`config.mk`:
```
export PLATFORM = sky130hd
export DESIGN_NAME = ahb_lite_mem_arbiter
export DESIGN_NICKNAME = d
export VERILOG_FILES = /design/src/rtl/ahb_lite_mem_arbiter.sv
export SDC_FILE = /design/constraint.sdc
export NUM_CORES = 1
export LEC_CHECK = 0
export ABC_CLOCK_PERIOD_IN_PS = 1900
export CAP_MARGIN = 25
export CORE_MARGIN = 1.5
export CORE_UTILIZATION = 40
export DETAILED_ROUTE_END_ITERATION = 12
export MAX_ROUTING_LAYER = met4
export PLACE_DENSITY = 0.75
export SLEW_MARGIN = 20
export SYNTH_ARGS = -nofsm -noshare
export SYNTH_HDL_FRONTEND = slang
export SYNTH_SLANG_ARGS = --single-unit
```
`constraint.sdc`:
```
create_clock -name HCLK -period 1.9 [get_ports HCLK]
set_input_delay 0.475 -clock HCLK [delete_from_list [all_inputs] [get_ports HCLK]]
set_output_delay 0.475 -clock HCLK [all_outputs]
set_load 0.1 [all_outputs]
```
`src/rtl/ahb_lite_mem_arbiter.sv`:
```
// ahb_lite_mem_arbiter
// Two-client round-robin arbiter and AHB-Lite master for a single-port
// word memory slave. Each accepted client request becomes one NONSEQ
// single word transfer. The address and data phases are pipelined, so one
// transfer can be in its data phase while the next is in its address phase.
// Results go back to the issuing client on a one-cycle response strobe.
//
// Ports
//   HCLK, HRESETn             clock, asynchronous active-low reset
//   reqN_valid/ready/write/addr/wdata   client N request (ready is combinational)
//   rspN_valid/rdata/err      client N response strobe, read data, error flag
//   HSEL, HADDR, HTRANS, HWRITE, HSIZE, HWDATA   AHB-Lite master outputs
//   HRDATA, HREADY, HRESP     AHB-Lite slave returns
module ahb_lite_mem_arbiter #(
    parameter logic [31:0] ADDR_MASK = 32'h0000_03FF,
    parameter logic [2:0]  HSIZE_VAL = 3'b010
) (
    input  logic        HCLK,
    input  logic        HRESETn,
    input  logic        req0_valid,
    output logic        req0_ready,
    input  logic        req0_write,
    input  logic [31:0] req0_addr,
    input  logic [31:0] req0_wdata,
    output logic        rsp0_valid,
    output logic [31:0] rsp0_rdata,
    output logic        rsp0_err,
    input  logic        req1_valid,
    output logic        req1_ready,
    input  logic        req1_write,
    input  logic [31:0] req1_addr,
    input  logic [31:0] req1_wdata,
    output logic        rsp1_valid,
    output logic [31:0] rsp1_rdata,
    output logic        rsp1_err,
    output logic        HSEL,
    output logic [31:0] HADDR,
    output logic [1:0]  HTRANS,
    output logic        HWRITE,
    output logic [2:0]  HSIZE,
    output logic [31:0] HWDATA,
    input  logic [31:0] HRDATA,
    input  logic        HREADY,
    input  logic [1:0]  HRESP
);

    localparam logic [1:0] TRANS_IDLE   = 2'b00;
    localparam logic [1:0] TRANS_NONSEQ = 2'b10;

    logic        addr_busy;   // NONSEQ currently driven on the bus
    logic        addr_owner;
    logic [31:0] addr_wdata;  // write data waiting for its data phase
    logic        data_busy;   // a transfer is in its data phase
    logic        data_owner;
    logic        data_write;
    logic        last_grant;

    logic        slot_free;
    logic        grant0, grant1, accept;
    logic        acc_write;
    logic [31:0] acc_addr, acc_wdata;
    logic        resp_err;

    assign HSIZE = HSIZE_VAL;

    // Only bit0 of HRESP signals ERROR; the encodings 01 and 11 both carry it.
    assign resp_err = (HRESP == 2'b01) || (HRESP == 2'b11);

    always_comb begin
        slot_free = !addr_busy || HREADY;
        grant0    = 1'b0;
        grant1    = 1'b0;
        if (HRESETn && slot_free) begin
            if (req0_valid && req1_valid) begin
                // Round-robin: the client that did not win last time goes now.
                grant0 = last_grant;
                grant1 = !last_grant;
            end else begin
                grant0 = req0_valid;
                grant1 = req1_valid;
            end
        end
    end

    assign req0_ready = grant0;
    assign req1_ready = grant1;
    assign accept     = grant0 || grant1;
    assign acc_write  = grant1 ? req1_write : req0_write;
    assign acc_addr   = grant1 ? req1_addr  : req0_addr;
    assign acc_wdata  = grant1 ? req1_wdata : req0_wdata;

    always_ff @(posedge HCLK or negedge HRESETn) begin
        if (!HRESETn) begin
            addr_busy  <= 1'b0;
            addr_owner <= 1'b0;
            addr_wdata <= '0;
            data_busy  <= 1'b0;
            data_owner <= 1'b0;
            data_write <= 1'b0;
            last_grant <= 1'b1;
            HSEL       <= 1'b0;
            HADDR      <= '0;
            HTRANS     <= TRANS_IDLE;
            HWRITE     <= 1'b0;
            HWDATA     <= '0;
            rsp0_valid <= 1'b0;
            rsp0_rdata <= '0;
            rsp0_err   <= 1'b0;
            rsp1_valid <= 1'b0;
            rsp1_rdata <= '0;
            rsp1_err   <= 1'b0;
        end else begin
            rsp0_valid <= 1'b0;
            rsp1_valid <= 1'b0;

            // HREADY high ends both the data phase and the address phase.
            if (HREADY) begin
                if (data_busy) begin
                    if (data_owner) begin
                        rsp1_valid <= 1'b1;
                        rsp1_rdata <= data_write ? 32'h0 : HRDATA;
                        rsp1_err   <= resp_err;
                    end else begin
                        rsp0_valid <= 1'b1;
                        rsp0_rdata <= data_write ? 32'h0 : HRDATA;
                        rsp0_err   <= resp_err;
                    end
                end
                data_busy <= addr_busy;
                if (addr_busy) begin
                    data_owner <= addr_owner;
                    data_write <= HWRITE;
                    HWDATA     <= addr_wdata;
                end
            end

            // A new accept overrides the return to IDLE, giving back-to-back NONSEQ.
            if (accept) begin
                addr_busy  <= 1'b1;
                addr_owner <= grant1;
                addr_wdata <= acc_wdata;
                last_grant <= grant1;
                HSEL       <= 1'b1;
                HTRANS     <= TRANS_NONSEQ;
                HADDR      <= acc_addr & ADDR_MASK;
                HWRITE     <= acc_write;
            end else if (slot_free) begin
                addr_busy <= 1'b0;
                HSEL      <= 1'b0;
                HTRANS    <= TRANS_IDLE;
            end
        end
    end

endmodule

```
== Word level (Yosys, flattened, before mapping) ==
Index checks and enable logic that the tools add are counted.
Storage, ports and cells
  register bits: 151
  input bits: 169
  output and inout port bits: 141
  word-level logic and storage cells: 49
Cells by class
  equality and inequality tests: 2
  mux-type cells: 18
  bitwise operators: 1
  reduce and logical (&&, ||, !) cells: 11
Operator list (count)
  2-to-1 mux 32 bit: 2
  2-to-1 mux 1 bit: 13
  2-to-1 mux 10 bit: 1
  AND reduction 3 bit: 2
  2-to-1 mux 2 bit: 2
  logical OR 1 bit: 3
  equality test 2 x 1 -> 1 bit (second input constant): 1
  equality test 2 bit (second input constant): 1
  logical AND 1 bit: 2
  logical NOT 1 bit: 2
  AND reduction 2 bit: 1
  nonzero test 2 bit: 1
  NOT 1 bit: 1

== Depth between registers and ports, before layout ==
Gate-level depths: netlist (run 1).
  depth after elaboration: 6
  gate-level depth with buffers: 6

== Worst setup path before layout (run 1) ==
No wires, ideal clock.
  path kind: register to output
  from: register HTRANS[1] (netlist name)
  to: output port req1_ready
  arrival: 3.350 ns
  required time: 1.425 ns
  path slack: -1.925 ns
  cell stages (with the launch flop): 4
  buffers on the path: 1
  cells stage by stage: dfrtp_1 nor2b_1 buf_4 nor3_1
RTL lines
  end, declared: line 29  | output logic req1_ready,

== Final worst setup path (run 1) ==
  from: input port req0_valid
  to: output port req1_ready
On the way
  cells in the longest elaborated chain, start to end: 3
RTL lines
  start, declared: line 20  | input logic req0_valid,
  logical AND 1 bit: line 74  | if (req0_valid && req1_valid) begin
  2-to-1 mux 1 bit: line 74
  2-to-1 mux 1 bit: line 73  | if (HRESETn && slot_free) begin
No other way between the ends.

==> results by group, run 1 <==
Run status
  • Outcome: finished, violations left
  • Violated checks: negative setup slack

Timing
  • Achievable Freq: 516 MHz
  • Final WS setup: -0.0367 ns
  • Setup Skew: 0.0102 ns
  • Max-slew violations: 0
  • Setup-failing EPs final: 2
  • Final worst path period share: 102%
  • Worst-Margin Slew: 0.537 ns
  • Crit path time final: 1.94 ns
  • Final Hold Fails: 0
  • RSZ-0062 raised after global routing: true
  • Max-Slew Margin vs Limit: 64.2%

Critical path
  • Type of destination of the critical path: output port
  • Worst EP required: 1.42 ns
  • Arr. time, crit path: 1.46 ns
  • Critical Path Start Type: primary input
  • Setup CP Type: primary input to output port
  • CP Cell Sequence: dlygate4sd2_1 > a21bo_4 > nor3_4 > buf_12
  • CP max FO: 4
  • Slowest stage delay, CP: 0.30 ns
  • Slowest cell on crit path: dlygate4sd2_1

Drt
  • Initial DRT Pass Iterations: 4
  • Remaining DRCs: 0
  • Wirelength, routed: 19.4 mm
  • Vias/cell: 5.32
  • Number of DRC markers in iteration 0: 225
  • Final antenna-violating net count: 0
  • Wirelength per Cell: 17.6 um
  • DR vias: 5887

Yosys
  • Mapped cell area: 6950 um^2
  • Synth Area in Simple Gates: 11.0%
  • Yosys Warn Count: 0
  • Mux contribution to synthesized area: 5.83%
  • Synth Area in Adders: 0%
  • Post-synthesis cell type count: 28
  • Main combinational cell family by area after synthesis: compound AO/OA/AOI/OAI gates
  • Post-synthesis sequential area ratio: 53.7%
  • XOR/XNOR Fraction of Synth Area: 0%
  • Synth Area in Compound Gates: 21.3%
  • Yosys reg bits: 149
  • Synth Area per Inst: 10.9 um^2
  • Synth Instances: 635

GRT
  • Largest net degree at the start of global routing: 94
  • Vias in the first global route: 5812
  • Initial antenna violation count: 0
  • Total GRT Usage: 22.6%
  • First-pass GRT wire length: 30.7 mm
  • Total grt overflow: 0

Cells and area
  • Diodes inserted: 0
  • Commonest non-fill, non-tap cell in the layout: dfrtp_1
  • Most frequent cells in the layout: 147 x dfrtp_1, 128 x buf_12, 119 x clkdlybuf4s50_1
  • Layout area overhead: 65.5%
  • Finished layout cell area: 11500 um^2
  • Nets: 1038
  • Layout cells sized above 1: 32.4%

Pwr
  • Final Total Pwr: 0.0232 W
  • Power Density: 2020 nW/um^2
  • Maximum VDD drop: 1350 uV
  • Leak: 4.73 nW

CTS
  • CTS tree: built
  • CTS Buffer Depth: 2
  • Clock slew at reported path FFs: 0.06 ns
  • Hold_buf cts: 0
  • Num CTS Buffers: 17
  • Insertion delay to the later sink of the worst-skew pair: 0.42 ns
  • H-tree Lvls: 4
  • Root Driver: clkbuf_16
  • TritonCTS Sinks: 149

Place
  • Pre-CTS setup slack: -0.277 ns
  • Area after DPL: 10900 um^2
  • Hpwl dp: 13.8 mm
  • IO buf count: 238
  • GPL Wtd Cong: 0.832

Flow run
  • Max Cap Viol: 0

Floorplanning
  • Die width: 135 um
  • Die height: 135 um
  • Initial Util: 40.6%
  • Total die area: 18200 um^2
  • Placement Rows: 48
  • CORE AREA: 17100 um^2
  • I/O Pins: 310

Min path
  • Worst hold path type: primary input to async pin
flip-flops by register name (all words and copies together), names as in the netlist, 10 cells and up:
| signal | flops |
|---|---|
| HADDR | 10 |
| HWDATA | 32 |
| rsp0_rdata | 32 |
| addr_wdata | 32 |
| rsp1_rdata | 32 |
per-layer routing:
layer / global-route usage, % / share of wire [%] / wire, um / vias to the layer above
met3: 7.24 / 8.1 / 1580 / 28
met5: - / 0 / 0 / -
met2: 36.0 / 49 / 9620 / 247
met4: 7.17 / 1.8 / 344 / 0
met1: 27.4 / 41 / 7900 / 2862
li1: - / - / - / 2750
report_power, final:
part,internal [W],switching [W],total (W),leakage (nW)
clock,0.00197,0.00143,0.00340,0.285
sequential,0.00433,0.00116,0.00549,1.80
combinational,0.00495,0.00935,0.0143,2.64
final timing paths:
| check | start | endpoint | slack (ns) | cells past startpoint |
|---|---|---|---|---|
| worst max-delay path | req0_valid | req1_ready | -0.04 | 4 |
| worst min-delay path | HRESETn | HTRANS[1] | 0.1 | 2 |
| worst max register to register | HTRANS[1] | addr_wdata[13] | 0.20 | 7 |
| worst min register to register | addr_owner | addr_owner | 0.49 | 1 |
| max in group asynchronous | HRESETn | rsp0_rdata[19] | 1.35 | 2 |
| min in group HCLK | addr_owner | addr_owner | 0.49 | 1 |
per-stage QoR:
| stage | TNS [ns] | cells | utilization (%) | hold slack [ns] |
|---|---|---|---|---|
| 2_1_floorplan | -0.447 | 659 | - | 0.179 |
| 3_3_place_gp | -8.54 | 1068 | 63.4 | 0.461 |
| 3_5_place_dp | -11.57 | 1068 | 63.4 | 0.472 |
| 4_1_cts | -0.118 | 1106 | 67.2 | 0.0827 |
| 5_1_grt | -0.158 | 1107 | 67.2 | 0.0915 |
| 6_report | -0.0485 | 1107 | 67.2 | 0.0977 |
cell families after synthesis:
family                 Yosys count
flip-flops                     149
buffers and inverters          101
multiplexers                    36
AND/OR/NAND/NOR                148
AO/OA/AOI/OAI                  199
other                            2
cell type report:
class	count	area (um^2)
Fill cell	1244	5610
Timing Repair Buffer	286	4060
Sequential cell	149	3730
Multi-Input combinational cell	409	2820
Clock buffer	17	425
Tap cell	225	282
Clock inverter	15	168
Inverter	6	26.3
synthesized netlist by cell type:
cell,number,share of area [%]
buf_4,28,3.0
nand4_1,43,3.9
nand3_1,1,0.072
dfrtp_1,148,53
mux2_2,36,5.8
inv_1,5,0.27
inv_2,1,0.054
or2_0,1,0.090
nand2b_1,33,3.0
o31ai_1,43,4.6
a21boi_2,1,0.16
o21ai_0,65,4.7
a21o_1,2,0.22
buf_2,25,1.8
nor3_1,1,0.072
a21bo_2,1,0.14
o2111ai_1,1,0.13
or2_1,1,0.090
a31oi_1,46,4.1
nand2_1,65,3.5
conb_1,2,0.11
nand3b_1,1,0.11
dfstp_2,1,0.38
nor2b_1,1,0.090
buf_6,6,0.97
and3_4,1,0.16
clkbuf_1,36,1.9
a31oi_2,40,7.2
what timing repair did:
item,in CTS,in global routing
gates resized for setup,4,0
endpoints found under the setup margin,2,2
pin swaps,2,1
buffers inserted,6,1
worst max-delay path: cells and delay by family:
family,cells,cell delay [ns]
AND/OR/NAND/NOR,1,0.22
buffers and inverters,2,0.51
AO/OA/AOI/OAI,1,0.25
Note: power is estimated with default switching activity, not from simulation.
==> run 2: changes to the inputs <==
--- a/config.mk
+++ b/config.mk
@@ -5,13 +5,13 @@
 export SDC_FILE = /design/constraint.sdc
 export NUM_CORES = 1
 export LEC_CHECK = 0
-export ABC_CLOCK_PERIOD_IN_PS = 1900
+export ABC_CLOCK_PERIOD_IN_PS = 1910
 export CAP_MARGIN = 25
 export CORE_MARGIN = 1.5
 export CORE_UTILIZATION = 40
 export DETAILED_ROUTE_END_ITERATION = 12
 export MAX_ROUTING_LAYER = met4
-export PLACE_DENSITY = 0.75
+export PLACE_DENSITY = 0.77
 export SLEW_MARGIN = 20
 export SYNTH_ARGS = -nofsm -noshare
 export SYNTH_HDL_FRONTEND = slang
==> constraint.sdc (replaced) <==
create_clock -name HCLK -period 1.91 [get_ports HCLK]
set_input_delay 0.4775 -clock HCLK [delete_from_list [all_inputs] [get_ports HCLK]]
set_output_delay 0.4775 -clock HCLK [all_outputs]
set_load 0.1 [all_outputs]
==> run 2 against run 1 <==
Net effect:
- the flow still finishes with violations (negative setup slack)
- hold slack lost 0.024 ns
- clock skew is essentially flat
- critical path depth shrank 1
- register-to-register slack gained 0.03 ns
- sequential power is essentially flat
- final cell count is the same
- final area grew 0.51%
- critical endpoint unchanged
- largest power group unchanged
- highest routed layer unchanged
==> results by group, run 2 (synthesis gave the netlist of run 1 again) <==
Run status
  • Violated checks: negative setup slack
  • Outcome: finished, violations left

Drt
  • Wirelength per Cell: 17.8 um (+1.2%)
  • Final antenna-violating net count: 0 (unchanged)
  • Wirelength, routed: 19.7 mm (+1.2%)
  • Remaining DRCs: 0 (unchanged)
  • Initial DRT Pass Iterations: 4 (unchanged)
  • DR vias: 5880 (-0.12%)
  • Number of DRC markers in iteration 0: 206 (-8.4%)
  • Vias/cell: 5.31 (-0.12%)

GRT
  • Largest net degree at the start of global routing: 108 (+15%)
  • Initial antenna violation count: 0 (unchanged)
  • Vias in the first global route: 5950 (+2.4%)
  • Total grt overflow: 0 (unchanged)
  • First-pass GRT wire length: 31.0 mm (+0.97%)
  • Total GRT Usage: 22.7% (+0.15 points)

Timing
  • Max-slew violations: 0 (unchanged)
  • Crit path time final: 1.95 ns
  • Final Hold Fails: 0 (unchanged)
  • Achievable Freq: 512 MHz
  • Hold WS: 0.0735 ns (-0.0242 ns)
  • Max-Slew Margin vs Limit: 63.1% (-1.1 points)
  • RSZ-0062 raised after global routing: true
  • Final worst path period share: 102%
  • Setup-failing EPs final: 2 (unchanged)
  • Setup Skew: 0.0101 ns (-0.000173 ns)
  • Worst-Margin Slew: 0.554 ns (+0.0170 ns)
  • Final WS setup: -0.0417 ns (-0.00496 ns)

Cells and area
  • Most frequent cells in the layout: 147 x dfrtp_1, 134 x buf_12, 119 x clkdlybuf4s50_1
  • Diodes inserted: 0 (unchanged)
  • Finished layout cell area: 11600 um^2 (+0.51%)
  • Layout area overhead: 66.4%
  • Layout cells sized above 1: 32.3% (-0.11 points)
  • Commonest non-fill, non-tap cell in the layout: dfrtp_1
  • Non-Filler Instances: 1107 (unchanged)
  • Nets: 1038 (unchanged)
  • # fillers: 1253 (+0.72%)

Place
  • IO buf count: 238 (unchanged)
  • GPL Wtd Cong: 0.780 (-6.2%)
  • Cells after DPL: 1069 (+0.094%)
  • Pre-CTS setup slack: -0.288 ns (-0.0115 ns)
  • Area after DPL: 10900 um^2 (+0.76%)
  • Hpwl dp: 14.3 mm (+3.2%)

CTS
  • CTS Buffer Depth: 2 (unchanged)
  • TritonCTS Sinks: 149 (unchanged)
  • Num CTS Buffers: 17 (unchanged)
  • CTS tree: built
  • Clock slew at reported path FFs: 0.07 ns (about the same)
  • Root Driver: clkbuf_16
  • H-tree Lvls: 4 (unchanged)
  • Insertion delay to the later sink of the worst-skew pair: 0.43 ns (about the same)

Floorplanning
  • CORE AREA: 17100 um^2 (unchanged)
  • Total die area: 18200 um^2 (unchanged)
  • Initial Util: 40.6% (unchanged)
  • Die width: 135 um (unchanged)
  • Placement Rows: 48 (unchanged)
  • I/O Pins: 310 (unchanged)
  • Die height: 135 um (unchanged)

Critical path
  • CP max FO: 4 (unchanged)
  • Arr. time, crit path: 1.47 ns (about the same)
  • Type of destination of the critical path: output port
  • Setup CP Type: flop to output port
  • Worst EP required: 1.43 ns (about the same)
  • Critical Path Start Type: flop

Min path
  • Worst hold path type: primary input to async pin

Pwr
  • Leak: 4.76 nW (+0.63%)
  • Maximum VDD drop: 1340 uV (-0.72%)
  • Power Density: 1990 nW/um^2 (-1.1%)

Flow run
  • Max Cap Viol: 0 (unchanged)
[run 2: changes by cell type in the layout (fill, tap and decap cells not counted), moves of 2 or more]
cell | before | now
buf_4 | 35 | 28
buf_12 | 128 | 134
clkinv_4 | 0 | 5
clkinvlp_4 | 4 | 2
[run 2: layout make-up]
class,count,area [um^2],area share [%]
Timing Repair Buffer,286,4130,35.7
Sequential cell,149,3730,32.3
Multi-Input combinational cell,409,2810,24.3
Clock buffer,18,439,3.80
Tap cell,225,282,2.43
Clock inverter,14,141,1.22
Inverter,6,26.3,0.227
[run 2: metal layers]
metal / global-route usage, % / up-vias / wire (um)
li1: - / 2757 / -
met1: 25.7 / 2870 / 7820
met2: 38.3 / 225 / 10100
met3: 6.61 / 28 / 1360
met4: 8.54 / 0 / 386
met5: - / - / 0
[run 2: critical path, stage by stage (launching register included)]
cell and delay [ns]:
dfstp_2 0.39, a21bo_2 0.22, nor3_4 0.23, buf_12 0.21
[run 2: worst paths after layout]
path	from	end	slack, ns	cells after the start
worst max-delay path	last_grant	req1_ready	-0.04	3
worst min-delay path	HRESETn	HTRANS[1]	0.07	2
worst max register to register	HTRANS[1]	addr_wdata[2]	0.23	6
worst min register to register	addr_owner	addr_owner	0.49	1
max in group asynchronous	HRESETn	data_write	1.16	2
min in group HCLK	addr_owner	addr_owner	0.49	1
[run 2: metrics by stage]
step | util [%] | power, W | setup TNS [ns]
floorplan | - | 0.0140 | -0.412
global placement | 63.9 | 0.0196 | -7.65
detailed placement | 63.9 | 0.0199 | -9.86
CTS | 67.5 | 0.0232 | -0.148
global route | 67.6 | 0.0238 | -0.146
finish | 67.6 | 0.0231 | -0.0624
[run 2: power by group]
| group | switching [W] | leakage (nW) | internal, W |
|---|---|---|---|
| Clock | 0.00144 | 0.284 | 0.00186 |
| Combinational | 0.00933 | 2.68 | 0.00496 |
| Sequential | 0.00116 | 1.80 | 0.00431 |
[run 2: what timing repair did]
action | CTS | global route
gates resized for setup | 3 | 0
buffers inserted | 3 | 2
hold endpoints to repair | 4 | 0
setup endpoints to repair | 2 | 2
pin swaps | 2 | 1
hold buffers | 1 | 0
==> run 3: changes to the inputs <==
--- a/config.mk
+++ b/config.mk
@@ -12,6 +12,8 @@
 export DETAILED_ROUTE_END_ITERATION = 12
 export MAX_ROUTING_LAYER = met4
 export PLACE_DENSITY = 0.77
+export RECOVER_POWER = 50
+export SKIP_LAST_GASP = 1
 export SLEW_MARGIN = 20
 export SYNTH_ARGS = -nofsm -noshare
 export SYNTH_HDL_FRONTEND = slang
==> run 3 against run 2 <==
Net effect:
- the run still ends with negative setup slack left
- hold slack lost 0.0012 ns
- die area did not move
- total power shrank 0.15%
- clock skew rose by 0.00094 ns
- non-clock buffer count stayed put
- register-to-register slack worse by 0.27 ns
- via count decreased by 0.44%
- worst setup slack improved by 0.0015 ns
- sequential power is essentially flat
- critical path type unchanged
- highest routed layer unchanged
==> results by group, run 3 (synthesis gave the netlist of run 1 again) <==
Run status
  • Outcome: finished, violations left
  • Violated checks: negative setup slack

CTS
  • TritonCTS Sinks: 149 (unchanged)
  • CTS tree: built
  • Root Driver: clkbuf_16
  • Num CTS Buffers: 17 (unchanged)
  • CTS Buffer Depth: 2 (unchanged)
  • Clock slew at reported path FFs: 0.07 ns (about the same)
  • Insertion delay to the later sink of the worst-skew pair: 0.43 ns (about the same)
  • H-tree Lvls: 4 (unchanged)

Timing
  • Crit path time final: 1.95 ns (-0.00146 ns)
  • Max-Slew Margin vs Limit: 42.6% (-20 points)
  • Final worst path period share: 102% (about the same)
  • Final WS setup: -0.0402 ns (+0.00146 ns)
  • Final Hold Fails: 0 (unchanged)
  • RSZ-0062 raised after global routing: true
  • Achievable Freq: 513 MHz (about the same)
  • Hold WS: 0.0723 ns (-0.00120 ns)
  • Max-slew violations: 0 (unchanged)
  • Worst-Margin Slew: 0.859 ns (+0.306 ns)
  • Setup-failing EPs final: 17 (+15)
  • Setup Skew: 0.0110 ns (+0.000938 ns)

Critical path
  • RR Endpoint: HWDATA[4]
  • Setup CP Type: flop to output port
  • Type of destination of the critical path: output port
  • R2r setup slk: -0.04 ns (-0.27 ns)
  • Worst R2R Path Depth: 4 (-2)
  • Reg2reg start: HTRANS[1]
  • Critical path capture point: req1_ready
  • Arr. time, crit path: 1.47 ns (about the same)
  • CP max FO: 4 (unchanged)
  • Critical Path Start Type: flop
  • Worst EP required: 1.43 ns (about the same)
  • Critical path origin: last_grant

Cells and area
  • Commonest non-fill, non-tap cell in the layout: dfrtp_1
  • Nets: 1038 (unchanged)
  • Finished layout cell area: 11500 um^2 (-0.41%)
  • Sequential cell area: 3730 um^2 (unchanged)
  • Diodes inserted: 0 (unchanged)
  • Layout area overhead: 65.7%
  • Multi-input logic area: 2810 um^2 (-0.18%)
  • Non-Filler Instances: 1107 (unchanged)
  • Most frequent cells in the layout: 147 x dfrtp_1, 131 x buf_12, 119 x clkdlybuf4s50_1
  • # fillers: 1259 (+0.48%)
  • Layout cells sized above 1: 31.9% (-0.45 points)

Pwr
  • Leak: 4.74 nW (-0.47%)
  • Maximum VDD drop: 1340 uV (about the same)
  • Final Total Pwr: 0.0230 W (-0.15%)
  • Power Density: 2000 nW/um^2 (+0.26%)

Min path
  • Worst hold path type: primary input to async pin

GRT
  • Largest net degree at the start of global routing: 108 (unchanged)
  • Vias in the first global route: 5950 (unchanged)
  • First-pass GRT wire length: 31.0 mm (unchanged)
  • Total GRT Usage: 22.7% (unchanged)
  • Initial antenna violation count: 0 (unchanged)
  • Total grt overflow: 0 (unchanged)

Drt
  • Number of DRC markers in iteration 0: 220 (+6.8%)
  • Initial DRT Pass Iterations: 4 (unchanged)
  • Vias/cell: 5.29 (-0.44%)
  • Remaining DRCs: 0 (unchanged)
  • DR vias: 5854 (-0.44%)
  • Final antenna-violating net count: 0 (unchanged)
  • Wirelength per Cell: 17.8 um (about the same)
  • Wirelength, routed: 19.7 mm (about the same)

Floorplanning
  • Die height: 135 um (unchanged)
  • Placement Rows: 48 (unchanged)
  • CORE AREA: 17100 um^2 (unchanged)
  • Die width: 135 um (unchanged)
  • Initial Util: 40.6% (unchanged)
  • I/O Pins: 310 (unchanged)
  • Total die area: 18200 um^2 (unchanged)

Place
  • IO buf count: 238 (unchanged)
  • Pre-CTS setup slack: -0.288 ns (unchanged)
  • Cells after DPL: 1069 (unchanged)
  • Area after DPL: 10900 um^2 (unchanged)
  • Hpwl dp: 14.3 mm (unchanged)
  • GPL Wtd Cong: 0.780 (unchanged)

Flow run
  • Max Cap Viol: 0 (unchanged)
-- run 3: worst min path at each step --
| stage | slack, ns | to | start | depth (start not counted) |
|---|---|---|---|---|
| after floorplan | 0.18 | HADDR[0] | HRESETn | 0 |
| after global placement | 0.34 | data_write | HRESETn | 1 |
| after detailed placement | 0.34 | data_write | HRESETn | 1 |
| after CTS | 0.07 | last_grant | HRESETn | 1 |
| after global routing | 0.08 | last_grant | HRESETn | 1 |
| final | 0.07 | HTRANS[1] | HRESETn | 2 |
-- run 3: layout make-up --
cell class | count | share of cell area [%]
repair buffers | 286 | 35.5
well taps | 225 | 2.44
clock inverters | 14 | 1.23
inverters | 6 | 0.228
clock buffers | 18 | 3.81
multi-input cells | 409 | 24.4
flip-flops and latches | 149 | 32.4
-- run 3: through the flow --
step                utilization, %  setup TNS [ns]
floorplan                        -          -0.412
global placement              63.9           -7.65
detailed placement            63.9           -9.86
CTS                           67.5          -0.148
global route                  67.3           -1.01
finish                        67.3          -0.377
-- run 3: power breakdown --
| group | switching, W | internal (W) |
|---|---|---|
| combinational | 0.00932 | 0.00494 |
| clock | 0.00143 | 0.00186 |
| sequential | 0.00116 | 0.00431 |
-- run 3: what timing repair did --
item / in CTS / in global routing
endpoints found under the hold margin: 4 / 0
pin swaps: 2 / 1
setup endpoints to repair: 2 / 2
hold buffers: 1 / 0
gates resized for setup: 3 / 0
setup buffers: 3 / 2
-- run 3: critical path, stage by stage, from the launching register on --
cell and delay, ns:
dfstp_2 0.39, a21bo_2 0.22, nor3_4 0.23, buf_12 0.21
-- run 3: routing by layer --
layer | track usage [%] | wire length [um]
met1 | 25.7 | 7820
met2 | 38.3 | 10100
met3 | 6.61 | 1380
met4 | 8.54 | 401
met5 | - | 0
